<file path="config.mk">
export PLATFORM = sky130hd
export DESIGN_NAME = qoi_stream_decoder
export DESIGN_NICKNAME = d
export VERILOG_FILES = /design/src/rtl/qoi_pkg.sv /design/src/rtl/qoi_index_table.sv /design/src/rtl/qoi_stream_decoder.sv
export SDC_FILE = /design/constraint.sdc
export NUM_CORES = 1
export LEC_CHECK = 0
export ABC_AREA = 1
export CORE_MARGIN = 8
export CORE_UTILIZATION = 49
export CTS_CLUSTER_SIZE = 16
export DETAILED_ROUTE_END_ITERATION = 8
export PLACE_DENSITY = 0.7
export SLEW_MARGIN = 0
export SYNTH_ARGS = -nofsm -noshare
export SYNTH_HDL_FRONTEND = slang
export SYNTH_SLANG_ARGS = --single-unit
</file>
<file path="constraint.sdc">
create_clock -name clk -period 10.55 [get_ports clk]
set_input_delay 1.055 -clock clk [delete_from_list [all_inputs] [get_ports clk]]
set_output_delay 1.055 -clock clk [all_outputs]
set_load 0.005 [all_outputs]
</file>
<file path="src/rtl/qoi_pkg.sv">
// Shared types and helpers for the QOI-style stream decoder.
package qoi_pkg;
    typedef enum logic [1:0] {OP_INDEX = 2'b00, OP_DIFF = 2'b01, OP_FULL = 2'b10, OP_RUN = 2'b11} opcode_e;
    typedef enum logic [1:0] {S_OP, S_FULL, S_RUN} state_e;

    localparam int DIFF_BIAS = 2;

    // 12 bits covers 15 * (2^CH_BITS - 1) for every legal channel width up to 8.
    function automatic int qoi_hash(input logic [23:0] pixel, input int ch_bits, input int idx_depth);
        logic [23:0] mask;
        logic [11:0] r, g, b, h;
        mask = (24'd1 << ch_bits) - 24'd1;
        r = 12'((pixel >> (2 * ch_bits)) & mask);
        g = 12'((pixel >> ch_bits) & mask);
        b = 12'(pixel & mask);
        h = 12'(3 * r + 5 * g + 7 * b);
        return int'(h & 12'(idx_depth - 1));
    endfunction
endpackage

</file>
<file path="src/rtl/qoi_index_table.sv">
// Colour index table: flop storage, per-entry valid, combinational read, one-cycle clear.
module qoi_index_table #(
    parameter int IDX_DEPTH = 64,
    parameter int PIX_W     = 12
) (
    input  logic                         clk,
    input  logic                         rst_n,
    input  logic                         we,
    input  logic [$clog2(IDX_DEPTH)-1:0] waddr,
    input  logic [PIX_W-1:0]             wdata,
    input  logic                         clear_all,
    input  logic [$clog2(IDX_DEPTH)-1:0] raddr,
    output logic [PIX_W-1:0]             rdata
);
    logic [PIX_W-1:0]     mem [IDX_DEPTH];
    logic [IDX_DEPTH-1:0] vld;

    // Clear wins over a same-cycle write: the frame's last pixel must not survive.
    always_ff @(posedge clk or negedge rst_n) begin
        if (!rst_n)         vld <= '0;
        else if (clear_all) vld <= '0;
        else if (we)        vld[waddr] <= 1'b1;
    end

    always_ff @(posedge clk) begin
        if (we) mem[waddr] <= wdata;
    end

    assign rdata = vld[raddr] ? mem[raddr] : '0;
endmodule

</file>
<file path="src/rtl/qoi_stream_decoder.sv">
// Streaming QOI-style decoder: one byte in, one packed {R,G,B} pixel out per cycle.
module qoi_stream_decoder
    import qoi_pkg::*;
#(
    parameter int CH_BITS      = 4,
    parameter int IDX_DEPTH    = 64,
    parameter int FRAME_PIXELS = 76800
) (
    input  logic                 clk,
    input  logic                 rst_n,
    input  logic                 in_valid,
    input  logic [7:0]           in_data,
    output logic                 in_ready,
    output logic                 pix_valid,
    output logic [3*CH_BITS-1:0] pix_data,
    input  logic                 pix_ready,
    output logic                 pix_last,
    output logic                 run_trunc
);
    localparam int PIX_W = 3 * CH_BITS;
    localparam int NB    = (PIX_W > 6) ? (PIX_W - 6 + 7) / 8 : 0;
    localparam int ACC_W = 6 + 8 * NB;
    localparam int AW    = $clog2(IDX_DEPTH);
    localparam int CNT_W = $clog2(FRAME_PIXELS + 1);

    state_e           state, state_nxt;
    logic [1:0]       bcnt, bcnt_nxt;
    logic [5:0]       rem, rem_nxt;
    logic [ACC_W-1:0] acc, acc_nxt;
    logic [PIX_W-1:0] prev, new_pix, tbl_rdata;
    logic [CNT_W-1:0] count;
    logic [AW-1:0]    waddr;
    logic             slot_free, fire, load, last, trunc;
    opcode_e          op;

    assign slot_free = !pix_valid || pix_ready;
    assign fire      = in_valid && in_ready;
    assign op        = opcode_e'(in_data[7:6]);
    assign last      = (count == CNT_W'(FRAME_PIXELS - 1));
    assign waddr     = AW'(qoi_hash(24'(new_pix), CH_BITS, IDX_DEPTH));

    qoi_index_table #(.IDX_DEPTH(IDX_DEPTH), .PIX_W(PIX_W)) u_tbl (
        .clk      (clk),
        .rst_n    (rst_n),
        .we       (load),
        .waddr    (waddr),
        .wdata    (new_pix),
        .clear_all(load && last),
        .raddr    (in_data[AW-1:0]),
        .rdata    (tbl_rdata)
    );

    always_comb begin
        in_ready  = 1'b0;
        load      = 1'b0;
        trunc     = 1'b0;
        new_pix   = prev;
        state_nxt = state;
        bcnt_nxt  = bcnt;
        rem_nxt   = rem;
        acc_nxt   = acc;
        case (state)
            S_OP: begin
                in_ready = rst_n && slot_free;
                if (fire) begin
                    case (op)
                        OP_INDEX: begin
                            load    = 1'b1;
                            new_pix = tbl_rdata;
                        end
                        OP_DIFF: begin
                            load = 1'b1;
                            for (int c = 0; c < 3; c++)
                                new_pix[c*CH_BITS +: CH_BITS] = prev[c*CH_BITS +: CH_BITS]
                                    + CH_BITS'(in_data[2*c +: 2]) - CH_BITS'(DIFF_BIAS);
                        end
                        OP_FULL: begin
                            if (NB == 0) begin
                                load    = 1'b1;
                                new_pix = PIX_W'(in_data[5:0]);
                            end else begin
                                state_nxt = S_FULL;
                                bcnt_nxt  = 2'(NB);
                                acc_nxt   = ACC_W'(in_data[5:0]);
                            end
                        end
                        default: begin
                            load = 1'b1;
                            if (in_data[5:0] != 6'd0) begin
                                state_nxt = S_RUN;
                                rem_nxt   = in_data[5:0];
                            end
                        end
                    endcase
                end
            end
            S_FULL: begin
                // Only the final payload byte needs somewhere to put the pixel.
                in_ready = rst_n && ((bcnt != 2'd1) || slot_free);
                if (fire) begin
                    acc_nxt  = ACC_W'({acc, in_data});
                    bcnt_nxt = bcnt - 2'd1;
                    if (bcnt == 2'd1) begin
                        load      = 1'b1;
                        new_pix   = PIX_W'({acc, in_data});
                        state_nxt = S_OP;
                    end
                end
            end
            S_RUN: begin
                if (slot_free) begin
                    load    = 1'b1;
                    rem_nxt = rem - 6'd1;
                    if (rem == 6'd1) state_nxt = S_OP;
                end
            end
            default: state_nxt = S_OP;
        endcase
        if (load && last) begin
            trunc     = (state_nxt == S_RUN);
            state_nxt = S_OP;
            rem_nxt   = '0;
        end
    end

    always_ff @(posedge clk or negedge rst_n) begin
        if (!rst_n) begin
            state     <= S_OP;
            bcnt      <= '0;
            rem       <= '0;
            acc       <= '0;
            prev      <= '0;
            count     <= '0;
            pix_valid <= 1'b0;
            pix_data  <= '0;
            pix_last  <= 1'b0;
            run_trunc <= 1'b0;
        end else begin
            state <= state_nxt;
            bcnt  <= bcnt_nxt;
            rem   <= rem_nxt;
            acc   <= acc_nxt;
            if (load) begin
                pix_valid <= 1'b1;
                pix_data  <= new_pix;
                pix_last  <= last;
                prev      <= last ? '0 : new_pix;
                count     <= last ? '0 : count + CNT_W'(1);
            end else if (pix_ready) begin
                pix_valid <= 1'b0;
                pix_last  <= 1'b0;
            end
            if (trunc) run_trunc <= 1'b1;
        end
    end
endmodule
</file>
## After elaboration in Yosys (flattened, before gate mapping)

Memories as Yosys holds them, arrays and structs flattened.
Cells that the tools add are included.

- Register bits: 122
- Bits in writable memories: 768
- Output and inout port bits: 16
- Memories: 1

- Add/sub/neg operators: 11
- Multipliers: 3
- Magnitude comparators: 3
- Equal/unequal tests: 16
- Muxes and demuxes: 50
- Bitwise gates (word level): 1
- Reductions and logical operators: 19

Memory list:

| name | words | bits a word | rd ports | clocked after Yosys merged registers in | wr ports | RTL line | source |
|---|---|---|---|---|---|---|---|
| u_tbl.mem | 64 | 12 | 1 | 0 | 1 | qoi_index_table.sv:15 | `logic [PIX_W-1:0] mem [IDX_DEPTH];` |

Operators by type and width:

| operator | number |
|---|---|
| 64-bit 2-to-1 mux | 2 |
| 64-bit bitwise OR | 1 |
| 12-bit 2-to-1 mux | 5 |
| 12-bit one-hot mux with 2 select lines | 2 |
| 6-bit 2-to-1 mux | 5 |
| 2-bit 2-to-1 mux | 10 |
| 17-bit by 1-bit adder with 17-bit output, second input constant | 1 |
| 17-bit == test, second input constant | 1 |
| 17-bit 2-to-1 mux | 1 |
| 6-bit by 7-bit less-than comparator with 1-bit output, second input constant | 2 |
| 1-bit 2-to-1 mux | 13 |
| 4-bit by 2-bit adder with 4-bit output | 3 |
| 6-bit adder | 2 |
| 3-bit by 4-bit multiplier with 6-bit output, first input constant | 2 |
| 4-bit 2-to-1 mux | 3 |
| 3-bit by 2-bit inequality test with 1-bit output, second input constant | 4 |
| 6-bit one-hot mux with 2 select lines | 1 |
| 4-bit by 2-bit subtractor with 4-bit output, second input constant | 3 |
| 2-bit one-hot mux with 2 select lines | 2 |
| 4-bit one-hot mux with 2 select lines | 1 |
| 1-bit binary-select mux with 6-bit select | 1 |
| 1-bit demux with 6-bit select | 1 |
| 2-bit by 1-bit == test with 1-bit output, second input constant | 3 |
| 2-bit == test, second input constant | 3 |
| 21 further kinds | 31 |

## Longest topological paths before layout

Gate-level depths: netlist of run 1.

- Word-level depth: 18
- Mapped depth: 39
- Depth with buffers taken out: 37

## Modules after synthesis

From an unflattened synthesis of run 1, not the netlist that was laid out.

- Cell total of the unflattened synthesis: 3626
- Area total of the unflattened synthesis: 38804.7 µm²

By module, submodules not included:

| module | instances | cells each | area an instance (µm²) | sequential area each (µm²) |
|---|---|---|---|---|
| qoi_index_table | 1 | 3050 | 34347.9 | 24663.7 |
| qoi_stream_decoder | 1 | 576 | 4456.8 | 1451.4 |

## Worst setup path before layout of run 1

OpenSTA, ideal clock, no wires.

- Kind: input-to-reg
- Start point: input in_data[1]
- End point: memory u_tbl.mem[58][0] (enable)
- Library setup time: 0.344 ns
- Arrival time: 8.859 ns
- Path slack: 1.347 ns
- Cell stages on the path: 29
- Path through: buf_4 inv_2 buf_6 buf_6 buf_6 buf_4 clkbuf_1 o21ai_0 o22ai_1 nand2_1 nand4_1 nand3_1 nand2_1 nand3_1 nand4_1 o21ai_0 a22oi_1 ha_1 fa_1 inv_1 fa_1 fa_1 inv_1 fa_1 clkbuf_1 clkinv_1 nor2_4 nand2_1 inv_1

- Cells in the longest elaborated chain, start to end: 9
- Elaborated cells on any way between the ends: 16
- Classes of those cells: add/sub: 4; mul: 3; mux: 8; memory: 1

Ends and longest elaborated chain:

| what | RTL line | source |
|---|---|---|
| start: declaration | qoi_stream_decoder.sv:12 | `input logic [7:0] in_data,` |
| 1-bit binary-select mux with 6-bit select | qoi_index_table.sv:29 | `assign rdata = vld[raddr] ? mem[raddr] : '0;` |
| 1-bit 2-to-1 mux (implied by the code) | qoi_index_table.sv:29 |  |
| 12-bit 2-to-1 mux (*) | qoi_index_table.sv:29 |  |
| 12-bit one-hot mux with 2 select lines (*) | qoi_stream_decoder.sv:66 | `case (op)` |
| 12-bit 2-to-1 mux (*) | qoi_stream_decoder.sv:65 | `if (fire) begin` |
| 12-bit one-hot mux with 2 select lines (*) | qoi_stream_decoder.sv:62 | `case (state)` |
| named net new_pix[5] | qoi_stream_decoder.sv:30 | `logic [PIX_W-1:0] prev, new_pix, tbl_rdata;` |
| 3-bit by 4-bit multiplier with 6-bit output (*) | qoi_pkg.sv:16 | `h = 12'(3 * r + 5 * g + 7 * b);` |
| 6-bit adder (*) (2 in a row) | qoi_pkg.sv:16 |  |
| end: declaration | qoi_index_table.sv:15 |  |

The timed path passes the listed nets; every way through them passes the cells marked *. The select of a mux whose other input is x is not followed.

## Worst setup path in the final report of run 1

- Start point: input in_data[0]
- End point: memory u_tbl.mem[60][5] (enable)

- Elaborated cells on any way between the ends: 16
- Classes of those cells: add/sub: 4; mul: 3; mux: 8; memory: 1

RTL lines:

| what | RTL line |
|---|---|
| branches (longest 3 deep; another with 4-bit by 2-bit adder with 4-bit output) | n/a |
| 12-bit one-hot mux with 2 select lines (*) | qoi_stream_decoder.sv:66 |
| 12-bit 2-to-1 mux (*) | qoi_stream_decoder.sv:65 |
| 12-bit one-hot mux with 2 select lines (*) | qoi_stream_decoder.sv:62 |
| named net new_pix[2] | qoi_stream_decoder.sv:30 |
| 3-bit by 4-bit multiplier with 6-bit output (*) | qoi_pkg.sv:16 |
| 6-bit adder (*) | qoi_pkg.sv:16 |

Mark *: on every way through the listed nets, which the timed path passes. The select of a mux whose other input is x is not followed.

==> metrics.txt, run 1 <==
clk sinks=just under 900; CP required=between 10 and 15 ns; initial antenna violation count=0; Synth cell types=47; Max Clock Skew=between 0.03 and 0.04 ns; nature of the critical path endpoint=flip-flop; critical path launch point type=primary input; drt first-iter violations=2,967; Seq cells post-synth=between 800 and 900; via count=approximately 26,000; final setup margin=1.68 ns; die area=0.0867 sq mm; unrepaired setup endpoints after global routing=false; Max Cap Violations=0; 1st-pass router iterations=6; CTS root buf=clkbuf_16; Synth Flop Type=edfxtp_1; Core Region=0.0771 sq mm; Post-CTS Setup Bufs=0; Die H=294 um; starting density of the core=49.3%; Max stage delay on crit path=around 0.66 ns; Placer Congestion=0.915; ANT cells=0; Clock H-tree levels=3; CTS max path bufs=3; share of the synthesized area in the top cell type=approximately three fifths; WP buf/inv=7; Synth Instances=approximately 3,300; fin util=54.2%; setup_tns=0 ns; Seq/Total Area, Yosys=between 60% and 70%; Syn. warnings=0; Post-synth EDFFs=768; drt via density=5.86; Synth Cell Area=0.0380 sq mm; fmax=around 0.11 GHz; CP Max Fanout=126; fillers=approximately 6,400; Syn Area/Cell=about 12 sq um; run status=completed; drt wl/cell=22.8 um; Slew Viols, Final=0; CTS Hold Bufs=0; Cell Rows=~100; CP max-delay cell=clkinv_1; I/O Pins=28; final net count=3,330; Die X=294 um; first-pass GRT wire length=152 mm; Synth area leaders=edfxtp_1 (61%), dfrtp_1 (8.0%), o21ai_0 (4.9%), nand2_1 (4.5%), nor2_1 (4.2%); CTS resizes=0; vias in the first global route=around 25,000; CTS Buf Count=87; WS Path Type=primary input to flip-flop; largest net degree at the start of global routing=155; Hold WC Path Type=flip-flop to flip-flop; CP Data Arrival Time=9.13 ns; FF+latch area=0.0261 sq mm; GRT Residual Overflow=0; post-place setup slack=1.21 ns; IO Port Bufs=27; post-DP HPWL=58.6 mm; final setup fails=0; Final Hold Vio Count=0; Synth async-reset ratio=13.7%; worst-margin pin slew=1.47 ns; GR Util All Layers=a little under a quarter; drt total wl=approximately 100 mm; syn nets=3,360; Clock transition at path regs=0.06 ns; clock latency on the worst-skew pair=0.65 ns; Final ANT Viol Nets=0; TritonCTS clock tree=done; area grow syn2layout=10.0%; layout cell share with drive strength beyond 1=6.85%; critical path's top delay family=buffers and inverters; Slew HR=1.93%; Yosys top cell by area=edfxtp_1; fin crit period=8.87 ns; period utilisation layout=84.1%; area occupied by multi-input gates=0.00986 sq mm; DRC viols=0
-- cell usage in the layout (no fill, tap or decap), drive strengths merged, types with 2 or more instances in the layout --
cell / netlist / layout
nand3: 174 / 174
nand2: 468 / 468
nor3: 10 / 10
clkinv: 5 / 44
or2: 2 / 2
o211ai: 48 / 48
xnor2: 7 / 7
a311oi: 2 / 2
nand4: 64 / 64
inv: 274 / 274
a21oi: 103 / 103
buf: 110 / 58
a31oi: 2 / 2
clkinvlp: 0 / 2
bufinv: 0 / 3
dfrtp: 122 / 122
xor2: 10 / 10
o21ai: 389 / 389
a21boi: 2 / 2
clkbuf: 89 / 112
a22oi: 4 / 4
ha: 27 / 27
o31ai: 3 / 3
o221ai: 52 / 52
clkdlybuf4s50: 0 / 22
edfxtp: 768 / 768
o22ai: 112 / 112
fa: 17 / 17
nor2: 435 / 435
nor4: 2 / 2
-- stage by stage --
step / hold slack, ns / std cells / cell area, sq um
6_report: 0.456 / 4381 / 41800
5_1_grt: 0.496 / 4381 / 41800
4_1_cts: 0.465 / 4381 / 41800
3_5_place_dp: 0.447 / 4225 / 39100
3_3_place_gp: 0.446 / 4225 / 39100
2_1_floorplan: 0.448 / 3304 / 38000
-- final cells by class --
| type | instances | share of cell area (%) |
|---|---|---|
| Clock inverter | 44 | 0.733 |
| Clock buffer | 112 | 5.77 |
| Sequential cell | 890 | 62.5 |
| Inverter | 279 | 2.55 |
| Multi-Input combinational cell | 1936 | 23.6 |
| Timing Repair Buffer | 80 | 1.79 |
| Tap cell | 1040 | 3.11 |
-- worst paths after layout --
| check | slack, ns | from | depth (start not counted) | end |
|---|---|---|---|---|
| worst max-delay path | 1.68 | in_data[0] | 27 | u_tbl.mem[60][5] |
| worst min-delay path | 0.46 | run_trunc | 1 | run_trunc |
| worst max register to register | 2.47 | state[1] | 28 | u_tbl.mem[54][0] |
| worst min register to register | 0.46 | run_trunc | 1 | run_trunc |
| max in group asynchronous | 8.49 | rst_n | 2 | u_tbl.vld[6] |
| min in group asynchronous | 0.49 | rst_n | 1 | count[15] |
-- sequential cells by signal (all words and copies together), names as in the netlist --
name       count
pix_data      12
rem            6
pix_last       1
count         17
u_tbl.vld     64
pix_valid      1
u_tbl.mem    768
run_trunc      1
prev          12
state          2
acc            4
bcnt           2
-- Yosys cell counts (4+ instances only) --
master      n
o21ai_0   375
xor2_1     10
nand4_1    64
nor3_1      8
ha_1       27
edfxtp_1  768
o22ai_1   112
inv_2       5
buf_4      17
o221ai_1   52
clkbuf_1   89
nor2_2      4
o21ai_1    14
nor2_1    426
fa_1       17
buf_2      77
nand2_1   459
inv_1     268
dfrtp_1   122
clkinv_1    4
buf_6      14
xnor2_1     7
nand2_2     6
a21oi_1   102
o211ai_1   48
nand3_1   171
-- cell families (layout without fill, tap and decap cells) --
kind of cell | Yosys count | count (layout) | synth area share [%]
buf+inv | 478 | 515 | 5.43
simple gates | 1155 | 1155 | 12.8
flops | 890 | 890 | 68.7
fa+ha+maj | 44 | 44 | 1.78
compound gates | 720 | 720 | 10.8
xor+xnor | 17 | 17 | 0.392
-- metal layers --
metal	wire length [um]	global-route usage, %	up-vias
met5	0	0	-
met4	3560	8.70	0
met3	9560	4.65	207
met2	46000	35.4	1261
met1	40800	31.6	12600
li1	-	-	11600
Power of run 1 is not shown: default switching activity piles up to over one toggle a cycle in this logic, so the estimate is an artifact.
==> run 2: changes to the inputs <==
Settings changed: PLACE_DENSITY 0.7 to 0.73.
Clock period 10.55 ns to 7.5 ns, I/O delays scaled along.
==> run 2 against run 1 <==
Compared with the run above:
- routed wire length grew 7.9%
- worst setup slack worse by 0.97 ns
- die area did not move
- utilization rose by 1.9 points
- non-clock buffer count rose by 105
- clock skew fell by 0.010 ns
- critical path depth is 10 higher
- register-to-register slack worse by 1.4 ns
- hold slack got worse by 0.13 ns
- global-route usage grew 1.5 points
- via count increased by 5.2%
- clock-buffer cell count did not move
==> metrics.txt, run 2 (same netlist as run 1, synthesis figures left out) <==
run status=completed; Cell Rows=102; CP required=7.80 ns; Placer Congestion=0.967; Max Cap Violations=0; critical path's top delay family=adder cells; Final Hold Vio Count=0; CP max-delay cell=fa_2; drt wl/cell=24.0 um; Cell Area, Placed=0.0403 sq mm; highest-count cells in the layout ignoring fill and taps=edfxtp_1 (768), nand2_1 (448), nor2_1 (426); unrepaired setup endpoints after global routing=false; DRC viols=0; Die H=~290 um; fillers=6,240; I/O Pins=28; via count=27,000; CTS max path bufs=3; drt first-iter violations=3,587; first-pass GRT wire length=161 mm; CP Max Fanout=35; ANT cells=0; Max Clock Skew=0.0275 ns; Clock transition at path regs=0.06 ns; FF-to-FF Start=state[1]; CP Data Arrival Time=7.09 ns; Slew Viols, Final=0; Max stage delay on crit path=0.55 ns; period utilisation layout=between 90% and 100%; registers with the most flip-flops=u_tbl.mem x768, u_tbl.vld x64, count x17; nature of the critical path endpoint=flip-flop; post-DP HPWL=66.5 mm; Hold WC Path Type=primary input to asynchronous set/reset pin; clock latency on the worst-skew pair=approximately 0.64 ns; most flop-heavy register=u_tbl.mem; fin crit period=6.79 ns; worst-margin pin slew=1.05 ns; GR Util All Layers=24.3%; Slew HR=30.1%; initial antenna violation count=1; TritonCTS clock tree=done; GRT Residual Overflow=0; WS Path Type=primary input to flip-flop; final net count=3,435; crit-path most repeated cell=nand2_1; area grow syn2layout=13.9%; drt via density=roughly 6; Post-CTS Setup Bufs=0; WP buf/inv=11; Final ANT Viol Nets=0; dpl cells=4,330; layout cell share with drive strength beyond 1=12.2%; largest net degree at the start of global routing=111; Worst Setup SP=in_data[0]; starting density of the core=49.3%; max FFs per register=768; fmax=between 0.1 and 0.15 GHz; CTS Hold Bufs=0; drt total wl=around 110 mm; CTS Buf Count=87; die area=0.0867 sq mm; CTS root buf=clkbuf_16; Clock H-tree levels=3; most common cell after layout, fill and taps aside=edfxtp_1; Final Instance Area=roughly 0.043 sq mm; clk sinks=a little under 900; CTS resizes=0; vias in the first global route=26,200; IO Port Bufs=27; final setup fails=0; critical path launch point type=primary input; Finished Layout Cells=between 4,000 and 5,000; Core Region=~0.077 sq mm; Die X=294 um; 1st-pass router iterations=9
## run 2: cell count changes in the layout (fill, tap and decap cells not counted), moves of 4 or more
cell | before | now
ha_1 | 27 | 23
nand2_1 | 456 | 448
clkbuf_8 | 10 | 4
inv_4 | 0 | 25
ha_4 | 0 | 4
inv_6 | 2 | 12
buf_12 | 7 | 22
bufinv_16 | 3 | 13
inv_1 | 266 | 198
clkbuf_1 | 13 | 18
buf_4 | 47 | 137
clkinv_2 | 21 | 13
nand2_4 | 3 | 11
inv_2 | 6 | 41
## run 2: worst paths after layout
check | end | slack [ns] | cells after the start
hold / removal | rem[1] | 0.33 | 2
min in group clk | run_trunc | 0.48 | 1
setup reg to reg | u_tbl.mem[0][9] | 1.04 | 27
hold reg to reg | run_trunc | 0.48 | 1
setup / recovery | u_tbl.mem[0][9] | 0.71 | 37
max in group asynchronous | u_tbl.vld[48] | 5.67 | 3
## run 2: worst reg2reg max path: cells and delay by family, from the launching register on
kind                       cells  cell delay, ns
adders and majority gates      5            2.15
buffers and inverters          7            1.14
and+or+nand+nor                8            0.93
AOI/OAI and AO/OA              4            0.84
xor gates and xnor gates       3            0.59
DFF                            1            0.48
## run 2: layer usage
layer	GRT usage, %	up-vias	share of wire, %
met3	4.56	342	10
met5	0	-	0
li1	-	11900	-
met1	32.6	13200	38
met2	38.0	1643	46
met4	12.1	0	5.2
## run 2: through the flow
stage / setup WS [ns] / utilization (%) / hold WS, ns / setup TNS, ns
after floorplan: -0.767 / - / 0.448 / -510.68
after global placement: 0.200 / 52.3 / 0.455 / 0
after detailed placement: 0.166 / 52.3 / 0.447 / 0
after CTS: 0.803 / 56.2 / 0.338 / 0
after global routing: 0.342 / 56.2 / 0.394 / 0
final: 0.707 / 56.2 / 0.331 / 0
## run 2: layout make-up
cell class | instances | area (sq um) | share of cell area (%)
sequential | 890 | 26100 | 60.3
multi-input combinational | 1936 | 10000 | 23.1
clock buffer | 112 | 2370 | 5.49
timing repair buffer | 185 | 1730 | 3.99
tap | 1040 | 1300 | 3.01
inverter | 279 | 1170 | 2.71
clock inverter | 49 | 601 | 1.39
Power of run 2 is left out for the same reason.
